<file path="config.mk">
export PLATFORM = sky130hd
export DESIGN_NAME = fetch_stage
export DESIGN_NICKNAME = d
export VERILOG_FILES = /design/src/rtl/fetch_stage.sv
export SDC_FILE = /design/constraint.sdc
export NUM_CORES = 1
export LEC_CHECK = 0
export ABC_AREA = 1
export CAP_MARGIN = 15
export CELL_PAD_IN_SITES_DETAIL_PLACEMENT = 1
export CELL_PAD_IN_SITES_GLOBAL_PLACEMENT = 2
export CORE_MARGIN = 5
export CORE_UTILIZATION = 35
export CTS_CLUSTER_DIAMETER = 100
export DETAILED_ROUTE_END_ITERATION = 10
export DONT_BUFFER_PORTS = 1
export GPL_TIMING_DRIVEN = 0
export PLACE_DENSITY_LB_ADDON = 0.1
export SLEW_MARGIN = 15
export SYNTH_ARGS = -nofsm -noshare
export SYNTH_HDL_FRONTEND = slang
export SYNTH_SLANG_ARGS = --single-unit
</file>
<file path="constraint.sdc">
create_clock -name clk -period 1.8 [get_ports clk]
set_input_delay 0.36 -clock clk [delete_from_list [all_inputs] [get_ports clk]]
set_output_delay 0.36 -clock clk [all_outputs]
set_load 0.05 [all_outputs]
</file>
<file path="src/rtl/fetch_stage.sv">
// Instruction-fetch stage: owns the PC, drives instruction-memory address, fills IF/ID.
// Optional macro FETCH_EARLY_JUMP_EN resolves J/JAL in fetch with zero bubbles.
module fetch_stage #(
    parameter int unsigned n = 16
) (
    input  logic         clk,
    input  logic         rst_n,
    input  logic         stall,
    input  logic         redirect_valid,
    input  logic [n-1:0] redirect_pc,
    input  logic [n-1:0] inst,
    output logic [n-1:0] pc_out,
    output logic [n-1:0] if_id_inst,
    output logic [n-1:0] if_id_pc_plus1,
    output logic         if_id_valid,
    output logic         halted
);

    localparam int unsigned OP_W = 4;
    localparam logic [OP_W-1:0] OP_HALT = 4'hF;
    localparam logic [n-1:0]    NOP_WORD = {4'hE, {(n - OP_W){1'b0}}};

    typedef enum logic {
        RUN,
        HALTED
    } state_t;

    state_t          state;
    logic [OP_W-1:0] opcode_c;
    logic [n-1:0]    pc_plus1_c;
    logic [n-1:0]    seq_pc_c;

    assign opcode_c   = inst[n-1 -: OP_W];
    assign pc_plus1_c = pc_out + n'(1);

    // Next PC for a normal (non-HALT) fetch
`ifdef FETCH_EARLY_JUMP_EN
    localparam logic [OP_W-1:0] OP_J   = 4'hB;
    localparam logic [OP_W-1:0] OP_JAL = 4'hC;

    always_comb begin
        seq_pc_c = pc_plus1_c;
        if (opcode_c == OP_J || opcode_c == OP_JAL) begin
            seq_pc_c = {pc_plus1_c[n-1:12], inst[11:0]};
        end
    end
`else
    assign seq_pc_c = pc_plus1_c;
`endif

    // PC, IF/ID register and RUN/HALTED control
    always_ff @(posedge clk or negedge rst_n) begin
        if (!rst_n) begin
            state          <= RUN;
            pc_out         <= '0;
            if_id_inst     <= NOP_WORD;
            if_id_pc_plus1 <= '0;
            if_id_valid    <= 1'b0;
            halted         <= 1'b0;
        end else begin
            case (state)
                RUN: begin
                    if (redirect_valid) begin
                        pc_out      <= redirect_pc;
                        if_id_inst  <= NOP_WORD;
                        if_id_valid <= 1'b0;
                    end else if (!stall) begin
                        if_id_inst     <= inst;
                        if_id_pc_plus1 <= pc_plus1_c;
                        if_id_valid    <= 1'b1;
                        if (opcode_c == OP_HALT) begin
                            state  <= HALTED;
                            halted <= 1'b1;
                        end else begin
                            pc_out <= seq_pc_c;
                        end
                    end
                end
                HALTED: begin
                    if (redirect_valid) begin
                        pc_out      <= redirect_pc;
                        if_id_inst  <= NOP_WORD;
                        if_id_valid <= 1'b0;
                        state       <= RUN;
                        halted      <= 1'b0;
                    end else if (!stall) begin
                        if_id_inst  <= NOP_WORD;
                        if_id_valid <= 1'b0;
                    end
                end
                default: begin
                    state  <= RUN;
                    halted <= 1'b0;
                end
            endcase
        end
    end

endmodule

</file>
==> impl_results.md, run 1 <==
* EDFF count, synth at 0
* Area Growth Syn to Fin at 13.3%
* Peak supply drop at around 0.54 mV
* Startpoint Class: flip-flop
* TritonCTS clock tree: yes
* R2R cell count at 7
* Reg2reg start: pc_out[10]
* Worst hold endpoint: if_id_pc_plus1[4]
* DRC violations left at 0
* Worst clock skew at between 0.007 and 0.008 ns
* Mapped Avg Cell Area at 8.28 sq um
* Worst-margin pin slew at between 0.6 and 0.7 ns
* Largest net degree at the start of global routing at 52
* Worst path required time at ~2 ns
* H-tree levels at 2
* R2r setup slk at 0.16 ns
* Worst-path clk slew at ~0.10 ns
* Clk buf depth at 2
* Max Cap Violations at 0
* Die Y at ~94 um
* RSZ-0062 raised after global routing: no
* Vias per cell at approximately 5
* Top FF cell, synth: dfrtp_1
* Synth area leader: dfrtp_1
* Clock sinks at 51
* Initial Utilization at 36.0%
* # diodes at 0
* Buffers on Ports at 0
* Antenna violations before repair at 0
* Yosys Warn Count at 0
* IO Count at 86
* Worst Setup Path Type: flip-flop to flip-flop
* Yosys cell types at 25
* Vias in the first global route at about 2100
* Net Switching at between 1.5 and 2 mW
* Power share of the clock group at approximately 27%
* Final Setup Violations at 0
* Seq pwr share at 59.4%
* Setup TNS at 0 ns
* Synth Register Bits at a little over 50
* Combinational group share of total power at between 10 and 15%
* Final Max Tran Viols at 0
* PD cells at between 1000 and 1500 nW/um^2
* Tcrit/Tclk final at roughly 91%
* Leakage at approximately 1.3 nW
* Ys async rst share at 100%
* Top cell type's share of synthesized area at about 50%
* Switch share at between 40 and 50%
* Ranking of synthesized cells by area: dfrtp_1 49%, nand2_1 13%, nor2_1 6.4%, nand3_1 4.9%, a22o_1 4.6%
* Core ar. at 6830 sq um
* Worst rel slew slack at 55.9%
* Placed cell area at between 2000 and 3000 sq um
* Mapped Cells at 297
* Total GRT Usage at 17.3%
* Die Wd at around 94 um
* Number of fill cells in the layout at about 850
* DP HPWL at 5390 um
* First-pass GRT wire length at about 12000 um
* Worst Path Arrival at 1.85 ns
* Number of buffers created by CTS at 5
* Critical Path End Type: flip-flop
* Synthesized Nets at 334
* Sequential area share after synthesis at between 50% and 60%
* Core Rows at 30
* Hold Path Stages at 1
* R2r endpoint: pc_out[13]
* Detailed Routing Iterations Pass 1 at 4
* Worst hold slack at ~0.15 ns
* Status: finished, final reports clean
* Hold Crit Class: input pin to flip-flop
* Final instance area at around 2800 sq um
* Layout cell share with drive strength beyond 1 at between 10 and 15%
* Wire length per cell at between 15 and 20 um
* Global placer's final weighted congestion at 0.712
* Final nets at between 300 and 400
* Antenna Nets Post-Route at 0
* Cell internal pwr at ~2.0 mW
* Hold path start: stall
* Clk_lat worst skew at 0.31 ns
* Vias at 2019
* Minimum clock period at around 1.6 ns
* Fin. Hold Viols at 0
* Crit Path Max Fanout at 6
* Mapped Area at 2460 sq um
* Root buffer cell: clkbuf_8
* Die footprint at 8810 sq um
* Drt total wl at around 7300 um
* DR iter-0 viols at 64
* Fmax at about 600 MHz
* Post-CTS Repair Setup Buffers at 0
* GRT overflow at 0
==> power groups by stage <==
| stage | Sequential [mW] | Combinational, mW | Clock, mW |
|---|---|---|---|
| floorplan | 2.05 | 0.353 | 0 |
| global placement | 2.12 | 0.433 | 0 |
| detailed placement | 2.13 | 0.446 | 0 |
| CTS | 2.11 | 0.484 | 0.983 |
| global route | 2.15 | 0.561 | 1.03 |
| finish | 2.11 | 0.478 | 0.965 |
==> sequential cells by signal, indices dropped and copies added, names as in the netlist <==
register	flops
halted	1
if_id_inst	16
if_id_pc_plus1	16
if_id_valid	1
pc_out	16
state	1
==> placed cells by master (no fill, tap or decap) <==
cell type       n
nand2_1        87
nor2_1         42
dfrtp_1        37
nand3_1        23
inv_1          20
a22o_1         13
o21ai_0        11
a31oi_1        11
dfrtp_2        10
buf_2           6
nand4_1         5
inv_2           5
clkbuf_8        5
nor2_4          3
buf_4           3
o22a_1          3
dfstp_2         3
xor2_1          2
o21ai_1         2
xnor2_1         2
bufinv_16       2
nand2_4         1
or2_1           1
nand3_2         1
a21oi_1         1
o22ai_1         1
nor2_2          1
o211ai_1        1
ha_4            1
clkinvlp_4      1
buf_16          1
dlygate4sd3_1   1
dfrtp_4         1
==> worst max path at each step <==
stage | start | to | slack, ns | cells past startpoint
floorplan | pc_out[0] | pc_out[10] | 0.06 | 8
global placement | pc_out[0] | pc_out[10] | -0.23 | 8
detailed placement | pc_out[0] | pc_out[10] | -0.25 | 8
CTS | pc_out[8] | pc_out[13] | 0.003 | 7
global route | pc_out[4] | pc_out[12] | 0.002 | 7
finish | pc_out[10] | pc_out[13] | 0.16 | 7
==> logic make-up (layout without fill, tap and decap cells) <==
group | after synthesis | count (layout) | synth area share (%)
and+or+nand+nor | 164 | 164 | 28.2
DFF | 51 | 51 | 52.0
AOI/OAI and AO/OA | 43 | 43 | 11.9
buffers and inverters | 34 | 44 | 5.95
xor gates and xnor gates | 4 | 4 | 1.42
adders and majority gates | 1 | 1 | 0.509
==> per-stage QoR <==
step	setup WS, ns	instances	util, %	power, mW
final	0.160	403	40.8	3.55
after global routing	0.00174	403	40.8	3.74
after CTS	0.00318	403	40.5	3.58
after detailed placement	-0.248	393	37.8	2.57
after global placement	-0.228	393	37.8	2.56
after floorplan	0.0575	297	-	2.40
==> cell type report <==
class,count,area [sq um],share of cell area [%]
inverter,25,93.8,3.37
buffer,9,52.6,1.89
clock buffer,5,68.8,2.47
timing repair buffer,2,37.5,1.35
sequential,51,1300,46.5
multi-input combinational,212,1050,37.7
clock inverter,3,67.6,2.42
tap,96,120,4.31
==> Yosys cell counts, types with 4 or more instances <==
library cell  count
inv_2             4
buf_2             6
a31oi_1          11
nand3_1          24
nand2_1          87
inv_1            21
a22o_1           13
nor2_1           42
dfrtp_1          48
nand4_1           5
o21ai_0          11
==> repair_timing <==
action / in CTS / in global routing
hold endpoints to repair: 51 / 0
resized for setup: 7 / 9
endpoints found under the setup margin: 12 / 11
hold buffers: 2 / 0
==> critical path, cell delays in order (launching register included) <==
cell	delay [ns]
dfrtp_1	0.76
nand2_1	0.20
nor2_1	0.19
nand3_1	0.10
nand2_1	0.09
nand3_1	0.08
nand2_1	0.07
nand2_1	0.05
==> routing by layer <==
layer  track usage, %  vias up  part of all wire, %  wire length (um)
li1                 -      993                    -                 -
met5                0        -                    0                 0
met3             5.77        5                  7.4               539
met4             3.97        0                 0.84                61
met2             28.0       54                   46              3380
met1             22.4      967                   45              3300
No activity file was read; power rests on OpenSTA's default activity.
==> run 2: changes to the inputs <==
--- a/config.mk
+++ b/config.mk
@@ -16,6 +16,7 @@
 export DONT_BUFFER_PORTS = 1
 export GPL_TIMING_DRIVEN = 0
 export PLACE_DENSITY_LB_ADDON = 0.1
+export SKIP_CTS_REPAIR_TIMING = 1
 export SLEW_MARGIN = 15
 export SYNTH_ARGS = -nofsm -noshare
 export SYNTH_HDL_FRONTEND = slang
==> run 2 against run 1 <==
Clock power hardly changed. Critical endpoint is now pc_out[10]. Maximum frequency decreased by 3.5%. Largest power group unchanged. Clock skew fell by 0.0015 ns. Critical path type unchanged. Sequential power hardly changed.
==> impl_results.md, run 2 (synthesis results as in run 1) <==
* Root buffer cell: clkbuf_8 (unchanged)
* Finished Layout Cells at 403 (unchanged)
* Die footprint at 8810 sq um (unchanged)
* Buffers on Ports at 0 (unchanged)
* Combinational group share of total power at 13.4% (was 13.5%)
* DP HPWL at 5390 um (unchanged)
* Worst-margin pin slew at 0.696 ns (was 0.661 ns)
* Crit-path cells: ha_2 > nand3_2 > nor2_4 > nand2_1 > nand2_1 > nand3_1 > nand2_1 > o21ai_0 (was nand2_1 > nor2_1 > nand3_1 > nand2_1 > nand3_1 > nand2_1 > nand2_1)
* Detailed Routing Iterations Pass 1 at 4 (unchanged)
* Largest net degree at the start of global routing at 52 (unchanged)
* Max stage delay on crit path at 0.57 ns (was 0.76 ns)
* Setup TNS at 0 ns (unchanged)
* Global placer's final weighted congestion at 0.712 (unchanged)
* Drt total wl at 7300 um (was 7280 um)
* Slowest stage cell, crit path: dfrtp_2 (was dfrtp_1)
* Die Y at 93.8 um (unchanged)
* Placed cell count at 393 (unchanged)
* Power share of the clock group at 27.2% (about the same)
* Initial Utilization at 36.0% (unchanged)
* Final Setup Violations at 0 (unchanged)
* Peak supply drop at 0.541 mV (was 0.543 mV)
* Core ar. at 6830 sq um (unchanged)
* Worst-path clk slew at 0.10 ns (about the same)
* Minimum clock period at 1.70 ns (was 1.64 ns)
* Worst path required time at 2.00 ns (was 2.01 ns)
* Worst Path Arrival at 1.90 ns (was 1.85 ns)
* Clock sinks at 51 (unchanged)
* Fmax at 589 MHz (was 610 MHz)
* Switch share at 42.3% (about the same)
* Core Rows at 30 (unchanged)
* Net Switching at 1.50 mW (about the same)
* Seq pwr share at 59.4% (about the same)
* Max Cap Violations at 0 (unchanged)
* PD cells at 1280 nW/um^2 (was 1270 nW/um^2)
* Antenna violations before repair at 0 (unchanged)
* Worst Setup Path Type: flip-flop to flip-flop (unchanged)
* TritonCTS clock tree: yes (unchanged)
* Die Wd at 93.8 um (unchanged)
* Worst rel slew slack at 53.6% (was 55.9%)
* Antenna Nets Post-Route at 0 (unchanged)
* Total GRT Usage at 17.0% (was 17.3%)
* Layout cell share with drive strength beyond 1 at 13.4% (was 14.3%)
* Wire length per cell at 18.1 um (about the same)
* Tcrit/Tclk final at 94.4% (was 91.1%)
* Vias in the first global route at 2110 (was 2117)
* Final Max Tran Viols at 0 (unchanged)
* Final nets at 343 (unchanged)
* Area Growth Syn to Fin at 12.8% (was 13.3%)
* Hold Crit Class: input pin to flip-flop (unchanged)
* Largest regs: if_id_inst x16, if_id_pc_plus1 x16, pc_out x16 (unchanged)
* # diodes at 0 (unchanged)
* Top cell by count, worst path: nand2_1 (unchanged)
* Worst clock skew at 0.00580 ns (was 0.00734 ns)
* First-pass GRT wire length at 11600 um (was 11700 um)
* Status: finished, final reports clean (unchanged)
* Commonest non-fill, non-tap cells in the layout: 87 x nand2_1, 42 x nor2_1, 39 x dfrtp_1, 23 x nand3_1, 21 x inv_1 (was 87 x nand2_1, 42 x nor2_1, 37 x dfrtp_1, 23 x nand3_1, 20 x inv_1)
* IO Count at 86 (unchanged)
* Fin. Hold Viols at 0 (unchanged)
* Leakage at 1.32 nW (about the same)
* H-tree levels at 2 (unchanged)
* Startpoint Class: flip-flop (unchanged)
* Vias per cell at 5.04 (was 5.01)
* Vias at 2032 (was 2019)
* Critical Path End Type: flip-flop (unchanged)
* DRC violations left at 0 (unchanged)
* GRT overflow at 0 (unchanged)
* Clk_lat worst skew at 0.31 ns (about the same)
* RSZ-0062 raised after global routing: yes (was no)
* Post-layout util at 40.6% (was 40.8%)
* Clk buf depth at 2 (unchanged)
* Commonest non-fill, non-tap cell in the layout: nand2_1 (unchanged)
* Crit Path Max Fanout at 5 (was 6)
* Cell internal pwr at 2.04 mW (was 2.05 mW)
* DR iter-0 viols at 70 (was 64)
* Number of buffers created by CTS at 5 (unchanged)
[run 2: cell counts in the layout (fill, tap and decap cells not counted)]
No cell type changed its count.
[run 2: per-layer routing]
| layer | track usage [%] | vias up | share of wire, % |
|---|---|---|---|
| met5 | 0 | - | 0 |
| met4 | 3.97 | 0 | 0.89 |
| met3 | 5.85 | 8 | 7.4 |
| met2 | 27.7 | 51 | 47 |
| met1 | 21.7 | 981 | 45 |
| li1 | - | 992 | - |
[run 2: power groups by stage]
stage / sequential (mW) / combinational, mW / clock [mW]
after floorplan: 2.05 / 0.353 / 0
after global placement: 2.12 / 0.433 / 0
after detailed placement: 2.13 / 0.446 / 0
after CTS: 2.10 / 0.449 / 0.983
after global routing: 2.14 / 0.557 / 1.03
final: 2.10 / 0.475 / 0.965
[run 2: path summary, 6_finish.rpt]
path	slack, ns	depth (start not counted)	to	start
max	0.10	8	pc_out[10]	pc_out[1]
max in group asynchronous	0.95	2	if_id_inst[13]	rst_n
min in group asynchronous	0.58	2	pc_out[10]	rst_n
min reg2reg	0.63	2	state	state
min	0.15	1	if_id_pc_plus1[4]	stall
max reg2reg	0.10	8	pc_out[10]	pc_out[1]
[run 2: critical path, delay by kind of cell (launching register included)]
family,cells,cell delay (ns)
simple gates,6,0.67
flops,1,0.57
fa+ha+maj,1,0.28
compound gates,1,0.07
[run 2: cell type report]
cell class                 count  area [sq um]
clock buffer                   5          68.8
buffer                         9          52.6
clock inverter                 3          67.6
timing repair buffer           2          37.5
multi-input combinational    212          1040
sequential                    51          1290
fill                         857          4060
inverter                      25          93.8
tap                           96           120
[run 2: metrics by stage]
stage / setup slack (ns) / power, mW / cell area [sq um] / hold WS, ns
after floorplan: 0.0575 / 2.40 / 2460 / 0.0644
after CTS: -0.276 / 3.53 / 2720 / -0.277
after global placement: -0.228 / 2.56 / 2580 / 0.0662
final: 0.101 / 3.54 / 2780 / 0.153
after detailed placement: -0.248 / 2.57 / 2580 / 0.0662
after global routing: -0.0646 / 3.73 / 2780 / 0.134
==> run 3: changes to the inputs <==
--- a/config.mk
+++ b/config.mk
@@ -16,6 +16,7 @@
 export DONT_BUFFER_PORTS = 1
 export GPL_TIMING_DRIVEN = 0
 export PLACE_DENSITY_LB_ADDON = 0.1
+export REMOVE_ABC_BUFFERS = 1
 export SKIP_CTS_REPAIR_TIMING = 1
 export SLEW_MARGIN = 15
 export SYNTH_ARGS = -nofsm -noshare
==> run 3 against run 2 <==
Die area is the same. Final area is 2.0% lower. Register-to-register slack better by 0.02 ns. Via count down 1.7%. Non-clock buffer count shrank 8. Clock-buffer cell count rose by 1. Largest power group unchanged. Highest routed layer unchanged.
==> impl_results.md, run 3 (synthesis results as in run 1) <==
* Hold Crit Class: input pin to flip-flop (unchanged)
* Area Growth Syn to Fin at 10.5% (was 12.8%)
* Crit path to: if_id_pc_plus1[14] (was pc_out[10])
* Fmax at 597 MHz (was 589 MHz)
* Final Max Tran Viols at 0 (unchanged)
* Final instance area at 2720 sq um (was 2780 sq um)
* Met3 track utilization from global routing at 4.33% (was 5.85%)
* Startpoint Class: flip-flop (unchanged)
* Worst-margin pin slew at 0.880 ns (was 0.696 ns)
* Initial Utilization at 36.0% (unchanged)
* Number of fill cells in the layout at 840 (was 857)
* Largest regs: if_id_inst x16, if_id_pc_plus1 x16, pc_out x16 (unchanged)
* Multi-input logic area at 1060 sq um (was 1040 sq um)
* Worst path required time at 1.96 ns (was 2.00 ns)
* Clock sinks at 51 (unchanged)
* IO Count at 86 (unchanged)
* Number of buffers created by CTS at 5 (unchanged)
* Vias at 1997 (was 2032)
* Root buffer cell: clkbuf_8 (unchanged)
* Cell internal pwr at 1.90 mW (was 2.04 mW)
* Finished Layout Cells at 395 (was 403)
* PD cells at 1230 nW/um^2 (was 1280 nW/um^2)
* R2R cell count at 4 (was 8)
* Final nets at 336 (was 343)
* Crit Path Max Fanout at 17 (was 5)
* Switch share at 43.4% (was 42.3%)
* Slowest stage cell, crit path: nor2_2 (was dfrtp_2)
* Worst rel slew slack at 41.3% (was 53.6%)
* DR iter-0 viols at 67 (was 70)
* Worst-path clk slew at 0.09 ns (was 0.10 ns)
* Power share of the clock group at 23.4% (was 27.2%)
* Grt peak-use layer: met2 (unchanged)
* Setup TNS at 0 ns (unchanged)
* Vias in the first global route at 2071 (was 2110)
* Antenna violations before repair at 0 (unchanged)
* Max stage delay on crit path at 0.71 ns (was 0.57 ns)
* Critical Path End Type: flip-flop (unchanged)
* Seq pwr share at 62.8% (was 59.4%)
* First-pass GRT wire length at 10800 um (was 11600 um)
* Layout cell share with drive strength beyond 1 at 11.4% (was 13.4%)
* Max Cap Violations at 0 (unchanged)
* Final Setup Violations at 0 (unchanged)
* Critical path origin: state (was pc_out[1])
* Clk buf depth at 2 (unchanged)
* Detailed Routing Iterations Pass 1 at 4 (unchanged)
* Met1 Usage GRT at 21.1% (was 21.7%)
* GRT overflow at 0 (unchanged)
* Largest net degree at the start of global routing at 52 (unchanged)
* Leakage at 1.28 nW (was 1.32 nW)
* H-tree levels at 2 (unchanged)
* Buffers on Ports at 0 (unchanged)
* Die Wd at 93.8 um (unchanged)
* Hold Path Stages at 1 (unchanged)
* Crit-path cells: inv_1 > nand2_4 > nor2_2 > a31oi_1 (was ha_2 > nand3_2 > nor2_4 > nand2_1 > nand2_1 > nand3_1 > nand2_1 > o21ai_0)
* Worst Setup Path Type: flip-flop to flip-flop (unchanged)
* Tcrit/Tclk final at 93.1% (was 94.4%)
* Drt total wl at 6880 um (was 7300 um)
* Wire length per cell at 17.4 um (was 18.1 um)
* Total GRT Usage at 15.6% (was 17.0%)
* Worst clock skew at 0.00820 ns (was 0.00580 ns)
* Commonest non-fill, non-tap cells in the layout: 86 x nand2_1, 42 x nor2_1, 38 x dfrtp_1, 23 x nand3_1, 21 x inv_1 (was 87 x nand2_1, 42 x nor2_1, 39 x dfrtp_1, 23 x nand3_1, 21 x inv_1)
* Placed cell area at 2530 sq um (was 2580 sq um)
* TritonCTS clock tree: yes (unchanged)
* Clk_lat worst skew at 0.31 ns (about the same)
* # diodes at 0 (unchanged)
* R2r setup slk at 0.12 ns (was 0.10 ns)
* RSZ-0062 raised after global routing: no (was yes)
* Reg2reg start: state (was pc_out[1])
* DRC violations left at 0 (unchanged)
* Placed cell count at 384 (was 393)
* Die Y at 93.8 um (unchanged)
* R2r endpoint: if_id_pc_plus1[14] (was pc_out[10])
* Register area at 1300 sq um (was 1290 sq um)
* Total Power at 3.35 mW (was 3.54 mW)
* Net Switching at 1.46 mW (was 1.50 mW)
* Die footprint at 8810 sq um (unchanged)
* Global placer's final weighted congestion at 0.728 (was 0.712)
* Worst Path Arrival at 1.84 ns (was 1.90 ns)
* Core Rows at 30 (unchanged)
* Minimum clock period at 1.68 ns (was 1.70 ns)
* Commonest non-fill, non-tap cell in the layout: nand2_1 (unchanged)
* DP HPWL at 4660 um (was 5390 um)
* Combinational group share of total power at 13.7% (was 13.4%)
* Core ar. at 6830 sq um (unchanged)
* Fin. Hold Viols at 0 (unchanged)
* Vias per cell at 5.06 (was 5.04)
* Met2 GRT Util at 24.7% (was 27.7%)
* Peak supply drop at 0.494 mV (was 0.541 mV)
* Status: finished, final reports clean (unchanged)
* Antenna Nets Post-Route at 0 (unchanged)
-- run 3: final cells by class --
cell class	count	share of cell area, %
multi-input combinational	213	39.0
tap	96	4.42
clock inverter	1	1.10
inverter	25	3.45
clock buffer	6	2.67
timing repair buffer	3	1.66
sequential	51	47.7
-- run 3: worst max-delay path, delay by kind of cell, from the launching register on --
kind	cells	cell delay [ns]
AOI/OAI and AO/OA	1	0.18
buffers and inverters	1	0.12
DFF	1	0.38
and+or+nand+nor	2	0.85
-- run 3: metal layers --
| metal | wire (um) | vias to the layer above |
|---|---|---|
| li1 | - | 977 |
| met1 | 3240 | 954 |
| met2 | 3100 | 59 |
| met3 | 472 | 7 |
| met4 | 69 | 0 |
| met5 | 0 | - |
-- run 3: how the worst min path moves through the flow --
stage	from	endpoint
after floorplan	rst_n	halted
after global placement	rst_n	if_id_inst[12]
after detailed placement	rst_n	if_id_inst[12]
after CTS	rst_n	if_id_pc_plus1[8]
after global routing	stall	if_id_pc_plus1[4]
final	stall	if_id_pc_plus1[4]
-- run 3: power by group through the flow --
| stage | Sequential (mW) | Clock [mW] | Combinational, mW |
|---|---|---|---|
| global placement | 2.12 | 0 | 0.410 |
| floorplan | 2.05 | 0 | 0.341 |
| finish | 2.11 | 0.785 | 0.461 |
| CTS | 2.10 | 0.810 | 0.425 |
| detailed placement | 2.12 | 0 | 0.422 |
| global route | 2.14 | 0.849 | 0.537 |
-- run 3: metrics by stage --
stage	setup slack [ns]	utilization, %	hold slack [ns]
finish	0.124	39.8	0.156
detailed placement	-0.373	37.0	0.0660
CTS	-0.390	38.5	-0.271
global route	0.00403	39.8	0.134
global placement	-0.363	37.0	0.0660
floorplan	0.0382	-	0.0644
